## config.mk

```make
export PLATFORM = sky130hd
export DESIGN_NAME = ccip_c1_wr_throttle_flat
export DESIGN_NICKNAME = d
export VERILOG_FILES = /design/src/rtl/ccip_c1_wr_throttle_if.sv /design/src/rtl/ccip_c1_wr_throttle.sv /design/src/flat_wrapper.sv
export SDC_FILE = /design/constraint.sdc
export NUM_CORES = 2
export LEC_CHECK = 0
export ABC_AREA = 1
export CORE_MARGIN = 2
export CORE_UTILIZATION = 45
export DETAILED_ROUTE_END_ITERATION = 10
export PLACE_DENSITY = 0.71
export SLEW_MARGIN = 0
export SYNTH_ARGS = -nofsm -noshare
export SYNTH_HDL_FRONTEND = slang
export SYNTH_MEMORY_MAX_BITS = 65536
export SYNTH_SLANG_ARGS = --single-unit
export TNS_END_PERCENT = 10
```

## constraint.sdc

```tcl
create_clock -name pClk -period 25.4 [get_ports pClk]
set_input_delay 3.81 -clock pClk [delete_from_list [all_inputs] [get_ports pClk]]
set_output_delay 3.81 -clock pClk [all_outputs]
set_load 0.03 [all_outputs]
```

## src/rtl/ccip_c1_wr_throttle_if.sv

```systemverilog
// rtl/ccip_c1_wr_throttle_if.sv - CCI-P c1 write path bundle: AFU side, tx side, platform almost-full and write responses
interface ccip_c1_wr_throttle_if #(
  parameter int HDR_W  = 80,
  parameter int DATA_W = 512
);
  logic              afu_c1_valid;
  logic [HDR_W-1:0]  afu_c1_hdr;
  logic [DATA_W-1:0] afu_c1_data;
  logic              afu_almFull;
  logic              tx_c1_valid;
  logic [HDR_W-1:0]  tx_c1_hdr;
  logic [DATA_W-1:0] tx_c1_data;
  logic              plat_c1TxAlmFull;
  logic              rx_c1_rspValid;
  logic              rx_c1_rspIsFence;
  logic [1:0]        rx_c1_rspClCnt;

  modport slave (
    input  afu_c1_valid, afu_c1_hdr, afu_c1_data,
    input  plat_c1TxAlmFull, rx_c1_rspValid, rx_c1_rspIsFence, rx_c1_rspClCnt,
    output afu_almFull, tx_c1_valid, tx_c1_hdr, tx_c1_data
  );

  modport master (
    output afu_c1_valid, afu_c1_hdr, afu_c1_data,
    output plat_c1TxAlmFull, rx_c1_rspValid, rx_c1_rspIsFence, rx_c1_rspClCnt,
    input  afu_almFull, tx_c1_valid, tx_c1_hdr, tx_c1_data
  );
endinterface

```

## src/rtl/ccip_c1_wr_throttle.sv

```systemverilog
// rtl/ccip_c1_wr_throttle.sv - c1 write FIFO with platform almost-full, outstanding-write cap and fence drain
// Optional CCIP_C1_WR_THROTTLE_STATS_EN adds stall-cycle and fence counters.
module ccip_c1_wr_throttle #(
  parameter int DEPTH           = 8,
  parameter int ALMFULL_MARGIN  = 3,
  parameter int MAX_OUTSTANDING = 64,
  parameter int HDR_W           = 80,
  parameter int DATA_W          = 512
) (
  input  logic                        pClk,
  input  logic                        pck_cp2af_softReset_n,
  ccip_c1_wr_throttle_if.slave        c1,
  output logic [7:0]                  outstanding,
  output logic                        err_overflow
`ifdef CCIP_C1_WR_THROTTLE_STATS_EN
  ,
  output logic [31:0]                 stat_stall_cycles,
  output logic [15:0]                 stat_fence_cnt
`endif
);

  localparam int             AW         = $clog2(DEPTH);
  localparam logic [AW:0]    ALM_FILL   = (AW+1)'(DEPTH - ALMFULL_MARGIN);
  localparam logic [7:0]     MAX_OUT    = 8'(MAX_OUTSTANDING);
  localparam int             OUT_THR    = MAX_OUTSTANDING - DEPTH;
  localparam logic [7:0]     OUT_THR_V  = (OUT_THR > 0) ? 8'(OUT_THR) : 8'd0;
  localparam logic [3:0]     REQ_FENCE  = 4'h4;

  typedef enum logic {RUN, FENCE_WAIT} state_t;

  state_t            state_q, state_d;
  logic [AW:0]       wr_ptr_q, wr_ptr_d, rd_ptr_q, rd_ptr_d;
  logic [7:0]        outstanding_q, outstanding_d;
  logic              err_overflow_q, err_overflow_d;
  logic              almfull_q, almfull_d;
  logic              tx_valid_q, tx_valid_d;
  logic [HDR_W-1:0]  tx_hdr_q, tx_hdr_d;
  logic [DATA_W-1:0] tx_data_q, tx_data_d;

  logic [HDR_W-1:0]  hdr_mem_q  [DEPTH];
  logic [DATA_W-1:0] data_mem_q [DEPTH];

  logic              empty, full, head_fence, issue, push;
  logic [HDR_W-1:0]  head_hdr;
  logic [DATA_W-1:0] head_data;
  logic [AW:0]       fill_d;
  logic [8:0]        out_sum, out_dec;

  assign empty      = (wr_ptr_q == rd_ptr_q);
  assign full       = (wr_ptr_q[AW] != rd_ptr_q[AW]) && (wr_ptr_q[AW-1:0] == rd_ptr_q[AW-1:0]);
  assign head_hdr   = hdr_mem_q[rd_ptr_q[AW-1:0]];
  assign head_data  = data_mem_q[rd_ptr_q[AW-1:0]];
  assign head_fence = (head_hdr[3:0] == REQ_FENCE);

  // A fence leaves the head only once every earlier write has been acknowledged.
  always_comb begin
    state_d = state_q;
    issue   = 1'b0;
    case (state_q)
      RUN: begin
        if (!empty) begin
          if (head_fence) begin
            state_d = FENCE_WAIT;
          end else if (!c1.plat_c1TxAlmFull && (outstanding_q < MAX_OUT)) begin
            issue = 1'b1;
          end
        end
      end
      FENCE_WAIT: begin
        if (!empty && (outstanding_q == 8'd0) && !c1.plat_c1TxAlmFull) begin
          issue   = 1'b1;
          state_d = RUN;
        end
      end
      default: state_d = RUN;
    endcase
  end

  // A pop in the same cycle makes room, so a push into a full FIFO is still accepted.
  always_comb begin
    push           = c1.afu_c1_valid && (!full || issue);
    err_overflow_d = err_overflow_q || (c1.afu_c1_valid && full && !issue);
    wr_ptr_d       = wr_ptr_q + (AW+1)'(push);
    rd_ptr_d       = rd_ptr_q + (AW+1)'(issue);
    fill_d         = wr_ptr_d - rd_ptr_d;

    out_sum = {1'b0, outstanding_q} + 9'(issue && !head_fence);
    out_dec = (c1.rx_c1_rspValid && !c1.rx_c1_rspIsFence) ? (9'(c1.rx_c1_rspClCnt) + 9'd1) : 9'd0;
    outstanding_d = (out_dec > out_sum) ? 8'd0 : 8'(out_sum - out_dec);

    almfull_d  = (fill_d >= ALM_FILL) || (outstanding_d >= OUT_THR_V);
    tx_valid_d = issue;
    tx_hdr_d   = issue ? head_hdr  : tx_hdr_q;
    tx_data_d  = issue ? head_data : tx_data_q;
  end

  always_ff @(posedge pClk) begin
    if (push) begin
      hdr_mem_q[wr_ptr_q[AW-1:0]]  <= c1.afu_c1_hdr;
      data_mem_q[wr_ptr_q[AW-1:0]] <= c1.afu_c1_data;
    end
  end

  always_ff @(posedge pClk or negedge pck_cp2af_softReset_n) begin
    if (!pck_cp2af_softReset_n) begin
      state_q        <= RUN;
      wr_ptr_q       <= '0;
      rd_ptr_q       <= '0;
      outstanding_q  <= '0;
      err_overflow_q <= 1'b0;
      almfull_q      <= 1'b0;
      tx_valid_q     <= 1'b0;
      tx_hdr_q       <= '0;
      tx_data_q      <= '0;
    end else begin
      state_q        <= state_d;
      wr_ptr_q       <= wr_ptr_d;
      rd_ptr_q       <= rd_ptr_d;
      outstanding_q  <= outstanding_d;
      err_overflow_q <= err_overflow_d;
      almfull_q      <= almfull_d;
      tx_valid_q     <= tx_valid_d;
      tx_hdr_q       <= tx_hdr_d;
      tx_data_q      <= tx_data_d;
    end
  end

  assign c1.afu_almFull = almfull_q;
  assign c1.tx_c1_valid = tx_valid_q;
  assign c1.tx_c1_hdr   = tx_hdr_q;
  assign c1.tx_c1_data  = tx_data_q;
  assign outstanding    = outstanding_q;
  assign err_overflow   = err_overflow_q;

`ifdef CCIP_C1_WR_THROTTLE_STATS_EN
  logic [31:0] stall_cnt_q, stall_cnt_d;
  logic [15:0] fence_cnt_q, fence_cnt_d;

  always_comb begin
    stall_cnt_d = stall_cnt_q + 32'(!empty && !issue);
    fence_cnt_d = fence_cnt_q + 16'(issue && head_fence);
  end

  always_ff @(posedge pClk or negedge pck_cp2af_softReset_n) begin
    if (!pck_cp2af_softReset_n) begin
      stall_cnt_q <= '0;
      fence_cnt_q <= '0;
    end else begin
      stall_cnt_q <= stall_cnt_d;
      fence_cnt_q <= fence_cnt_d;
    end
  end

  assign stat_stall_cycles = stall_cnt_q;
  assign stat_fence_cnt    = fence_cnt_q;
`endif

endmodule

```

## src/flat_wrapper.sv

```systemverilog
// flat-port wrapper written by rule: the top's interface ports become plain ports
module ccip_c1_wr_throttle_flat 
#(
  parameter int DEPTH           = 8,
  parameter int ALMFULL_MARGIN  = 3,
  parameter int MAX_OUTSTANDING = 64,
  parameter int HDR_W           = 80,
  parameter int DATA_W          = 512
)
  (pClk, pck_cp2af_softReset_n, outstanding, err_overflow, c1_afu_c1_valid, c1_afu_c1_hdr, c1_afu_c1_data, c1_plat_c1TxAlmFull, c1_rx_c1_rspValid, c1_rx_c1_rspIsFence, c1_rx_c1_rspClCnt, c1_afu_almFull, c1_tx_c1_valid, c1_tx_c1_hdr, c1_tx_c1_data);
  ccip_c1_wr_throttle_if #(.HDR_W(HDR_W), .DATA_W(DATA_W)) c1_i ();
  input  logic pClk;
  input  logic pck_cp2af_softReset_n;
  output logic [7:0] outstanding;
  output logic err_overflow;
  input wire logic [$bits(c1_i.afu_c1_valid)-1:0] c1_afu_c1_valid;
  input wire logic [$bits(c1_i.afu_c1_hdr)-1:0] c1_afu_c1_hdr;
  input wire logic [$bits(c1_i.afu_c1_data)-1:0] c1_afu_c1_data;
  input wire logic [$bits(c1_i.plat_c1TxAlmFull)-1:0] c1_plat_c1TxAlmFull;
  input wire logic [$bits(c1_i.rx_c1_rspValid)-1:0] c1_rx_c1_rspValid;
  input wire logic [$bits(c1_i.rx_c1_rspIsFence)-1:0] c1_rx_c1_rspIsFence;
  input wire logic [$bits(c1_i.rx_c1_rspClCnt)-1:0] c1_rx_c1_rspClCnt;
  output wire logic [$bits(c1_i.afu_almFull)-1:0] c1_afu_almFull;
  output wire logic [$bits(c1_i.tx_c1_valid)-1:0] c1_tx_c1_valid;
  output wire logic [$bits(c1_i.tx_c1_hdr)-1:0] c1_tx_c1_hdr;
  output wire logic [$bits(c1_i.tx_c1_data)-1:0] c1_tx_c1_data;
  assign c1_i.afu_c1_valid = c1_afu_c1_valid;
  assign c1_i.afu_c1_hdr = c1_afu_c1_hdr;
  assign c1_i.afu_c1_data = c1_afu_c1_data;
  assign c1_i.plat_c1TxAlmFull = c1_plat_c1TxAlmFull;
  assign c1_i.rx_c1_rspValid = c1_rx_c1_rspValid;
  assign c1_i.rx_c1_rspIsFence = c1_rx_c1_rspIsFence;
  assign c1_i.rx_c1_rspClCnt = c1_rx_c1_rspClCnt;
  assign c1_afu_almFull = c1_i.afu_almFull;
  assign c1_tx_c1_valid = c1_i.tx_c1_valid;
  assign c1_tx_c1_hdr = c1_i.tx_c1_hdr;
  assign c1_tx_c1_data = c1_i.tx_c1_data;
  ccip_c1_wr_throttle #(.DEPTH(DEPTH), .ALMFULL_MARGIN(ALMFULL_MARGIN), .MAX_OUTSTANDING(MAX_OUTSTANDING), .HDR_W(HDR_W), .DATA_W(DATA_W)) u_core (.pClk(pClk), .pck_cp2af_softReset_n(pck_cp2af_softReset_n), .c1(c1_i), .outstanding(outstanding), .err_overflow(err_overflow));
endmodule
```

==> flow_metrics.tcl <==
set metrics [dict create \
    outcome "finished, final reports clean" \
    cp-startpoint "c1_plat_c1TxAlmFull" \
    finalSetupViolCount 0 \
    root_buffer "clkbuf_16" \
    grt_pass1_wl_um 803000 \
    clock-sinks 5348 \
    worst_hold_path_type "flop to flop" \
    ys.warnings.count 0 \
    min_from "u_core.c1.tx_c1_data[381]" \
    worstMarginPinSlew_ns 1.21 \
    synthSimpleGateAreaFrac_pct 9.57 \
    final_area_um2 238000 \
    rsz0062_at_grt "no" \
    grt_pass1_vias 121000 \
    cp_num_buf_inv 7 \
    sw_frac_of_total_pct 37.7 \
    clock_latency_ns 1.05 \
    drc_errors 0 \
    critPathTopFamily "buffers and inverters" \
    switchingPower_mw 11.3 \
    wl_um 555000 \
    drive_gt1_share_pct 6.30 \
    endpoint_kind "flop" \
    dieArea_um2 456000 \
    placementRows 246 \
    vias 128000 \
    combPwrFrac_pct 33.2 \
    hpwl_um 320000 \
    maxCapViolCount 0 \
    placed_cell_area_um2 220000 \
    slew_viol_final 0 \
    crit_arrival_ns 10.44 \
    finalPower_mw 30.0 \
    yosysTopAreaCellShare_pct 70.2 \
    die_w_um 675 \
    yosysTopAreaCell "edfxtp_1" \
    cts_made_buffers 546 \
    final_nets 16500 \
    finalCritPeriodShare_pct 38.7 \
    routedWlPerCell_um 24.7 \
    power_frac_seq_pct 40.2 \
    synth_compound_area_share_pct 10.2 \
    cp_slowest_cell "buf_4" \
    drt-initial-drc-count 14900 \
    hold_viol_final 0 \
    avgSynthCellArea_um2 13.5 \
    grt_usage_pct 23.3 \
    synth_edf_count 4736 \
    clk_pin_slew_ns 0.06 \
    path_common_cell "buf_4" \
    synth_top_family_by_area "compound AO/OA/AOI/OAI gates" \
    viasPerCell 5.68 \
    utilization_pct 53.1 \
    grt_overflow 0 \
    cpPeakStageDelay_ns 0.94 \
    synth_xor_area_share_pct 0.0778 \
    finalCriticalPeriod_ns 9.84 \
    gp_congestion 0.854 \
    worstSetupPathType "input pin to flop" \
    syn2layout_area_growth_pct 17.5 \
    tns_ns 0 \
    timing.rr.start "u_core.rd_ptr_q[0]" \
    start_kind "input pin" \
    htreeDepth 6 \
    netlist_area_um2 203000 \
    core_area_um2 449000 \
    cts_resized 0 \
    whs_ns 0.484 \
    cts_tree "built" \
    cp_cell_sequence "clkdlybuf4s50_1, inv_1, nand3_1, nor2_1, nand3_1, nand2_1, nand2_4, nand2_1, nand2_1, nor2_4, buf_4, buf_4, buf_4, buf_4, buf_4" \
    ys.flop_type "edfxtp_1" \
    seq_area_frac_synth_pct 77.7 \
    path_max_fanout 61 \
    grt_max_degree 226 \
    numPortBuffers 1202 \
    skew_ns 0.0590 \
    cts_setup_buffers 0 \
    synth_fp_nets 15600 \
    synth_seq_cells 5348 \
    synthArstFlopShare_pct 11.4 \
    synthCells 15000 \
    crit_required_ns 26.01 \
    pwr-share-clk_pct 26.6 \
    max_freq_ghz 0.102 \
    synth.distinct_cells 28 \
    p_per_area_nw_per_um2 126 \
    antenna_found_initial 222 \
    p_leak_nw 82.1 \
    synthAdderAreaFrac_pct 0.119 \
    p_int_mw 18.7 \
    synth_area_leaders "edfxtp_1 (70%), dfrtp_1 (7.6%), o21ai_0 (5.8%)" \
    synthMuxAreaShare_pct 0 \
    fp.dieH_um 675 \
    io_pins 1203 \
    ir_worst_vdd_v 0.000111 \
    ant_nets 0 \
    ctsLongestPathBuffers 4 \
    ctsHoldBuffers 0 \
    start_util_pct 45.2 \
    first_pass_iters 6 \
    relSlewSlack_pct 19.4 \
]
synth_stat cells (2+ instances only):
| master | n |
|---|---|
| edfxtp_1 | 4736 |
| nand2_1 | 2417 |
| nor2_1 | 2373 |
| o21ai_0 | 2342 |
| o221ai_1 | 946 |
| clkbuf_1 | 670 |
| dfrtp_1 | 612 |
| nand3_1 | 274 |
| buf_2 | 270 |
| o21ai_1 | 143 |
| inv_1 | 73 |
| buf_1 | 64 |
| ha_1 | 16 |
| buf_4 | 11 |
| buf_6 | 10 |
| xnor2_1 | 9 |
| xor2_1 | 9 |
| a21oi_1 | 3 |
| nand4_1 | 3 |
| fa_1 | 2 |
| inv_2 | 2 |
| nor3_1 | 2 |
| or2_2 | 2 |
per-layer routing:
layer  vias up  global-route usage (%)  wire length [um]
met1     63700                    30.0            215000
met5         -                   0.106               680
li1      57100                       -                 -
met3      1150                    4.21             41200
met2      5650                    37.4            268000
met4       100                    13.5             30500
power groups by stage:
stage | logic (mW) | clock network, mW | registers (mW)
after floorplan | 5.09 | 0 | 14.2
after global placement | 9.75 | 0 | 12.2
after detailed placement | 9.95 | 0 | 12.2
after CTS | 10.0 | 8.08 | 12.0
after global routing | 10.8 | 8.42 | 12.2
final | 9.97 | 8.00 | 12.1
sequential cells by signal, indices dropped and copies added, names as in the netlist:
register,count
u_core.hdr_mem_q,640
u_core.state_q,1
u_core.err_overflow,1
u_core.c1.tx_c1_hdr,80
u_core.wr_ptr_q,4
u_core.data_mem_q,4096
u_core.c1.afu_almFull,1
u_core.rd_ptr_q,4
u_core.c1.tx_c1_data,512
u_core.c1.tx_c1_valid,1
u_core.outstanding,8
metrics by stage:
stage,setup slack (ns),cells
floorplan,-5.43,15000
finish,15.56,22500
global placement,14.70,21300
detailed placement,14.56,21300
global route,15.24,22500
CTS,15.69,22300
kinds of logic (layout without fill, tap and decap cells):
family,count (synthesis),count (layout)
and+or+nand+nor,5072,5072
other,0,148
DFF,5348,5348
buffers and inverters,1101,2485
xor gates and xnor gates,18,18
adders and majority gates,18,18
AOI/OAI and AO/OA,3437,3437
final timing paths:
| kind | end | slack [ns] | cells past startpoint |
|---|---|---|---|
| worst max-delay path | u_core.data_mem_q[5][414] | 15.56 | 15 |
| worst min-delay path | u_core.c1.tx_c1_data[381] | 0.48 | 2 |
| worst max register to register | u_core.data_mem_q[5][414] | 16.16 | 18 |
| worst min register to register | u_core.c1.tx_c1_data[381] | 0.48 | 2 |
| max in group asynchronous | u_core.c1.tx_c1_data[77] | 19.08 | 6 |
| min in group asynchronous | u_core.c1.tx_c1_data[395] | 2.75 | 1 |
cell usage in the layout, fill, tap and decap left out, types with 11 or more instances in the layout:
cell type        synthesis  layout
buf_12                   0      18
buf_4                   11     193
bufinv_16                0      36
clkbuf_1               670     120
clkbuf_16                0     553
clkbuf_8                 0      47
clkdlybuf4s50_1          0    1201
clkinv_1                 1      75
clkinv_16                0      15
clkinv_2                 0      93
clkinv_8                 0      11
dfrtp_1                612     609
diode_2                  0     148
edfxtp_1              4736    4736
ha_1                    16      16
inv_1                   73      73
inv_16                   0      16
inv_6                    0      16
nand2_1               2417    2414
nand3_1                274     274
nor2_1                2373    2365
o21ai_0               2342    2342
o21ai_1                143     143
o221ai_1               946     946
worst reg2reg max path: cells and delay by family, from the launching register on:
family                 cells  cell delay [ns]
XOR/XNOR                   1             0.25
AND/OR/NAND/NOR            9             1.97
buffers and inverters      8             5.97
flip-flops                 1             0.63
cell type report:
| class | count | area [um^2] |
|---|---|---|
| Fill cell | 35600 | 211000 |
| Sequential cell | 5348 | 158000 |
| Multi-Input combinational cell | 8545 | 40600 |
| Clock buffer | 721 | 14900 |
| Timing Repair Buffer | 1413 | 13800 |
| Tap cell | 5952 | 7450 |
| Clock inverter | 275 | 3020 |
| Antenna cell | 148 | 370 |
| Inverter | 76 | 308 |
Power figures use the tool's default switching activity.
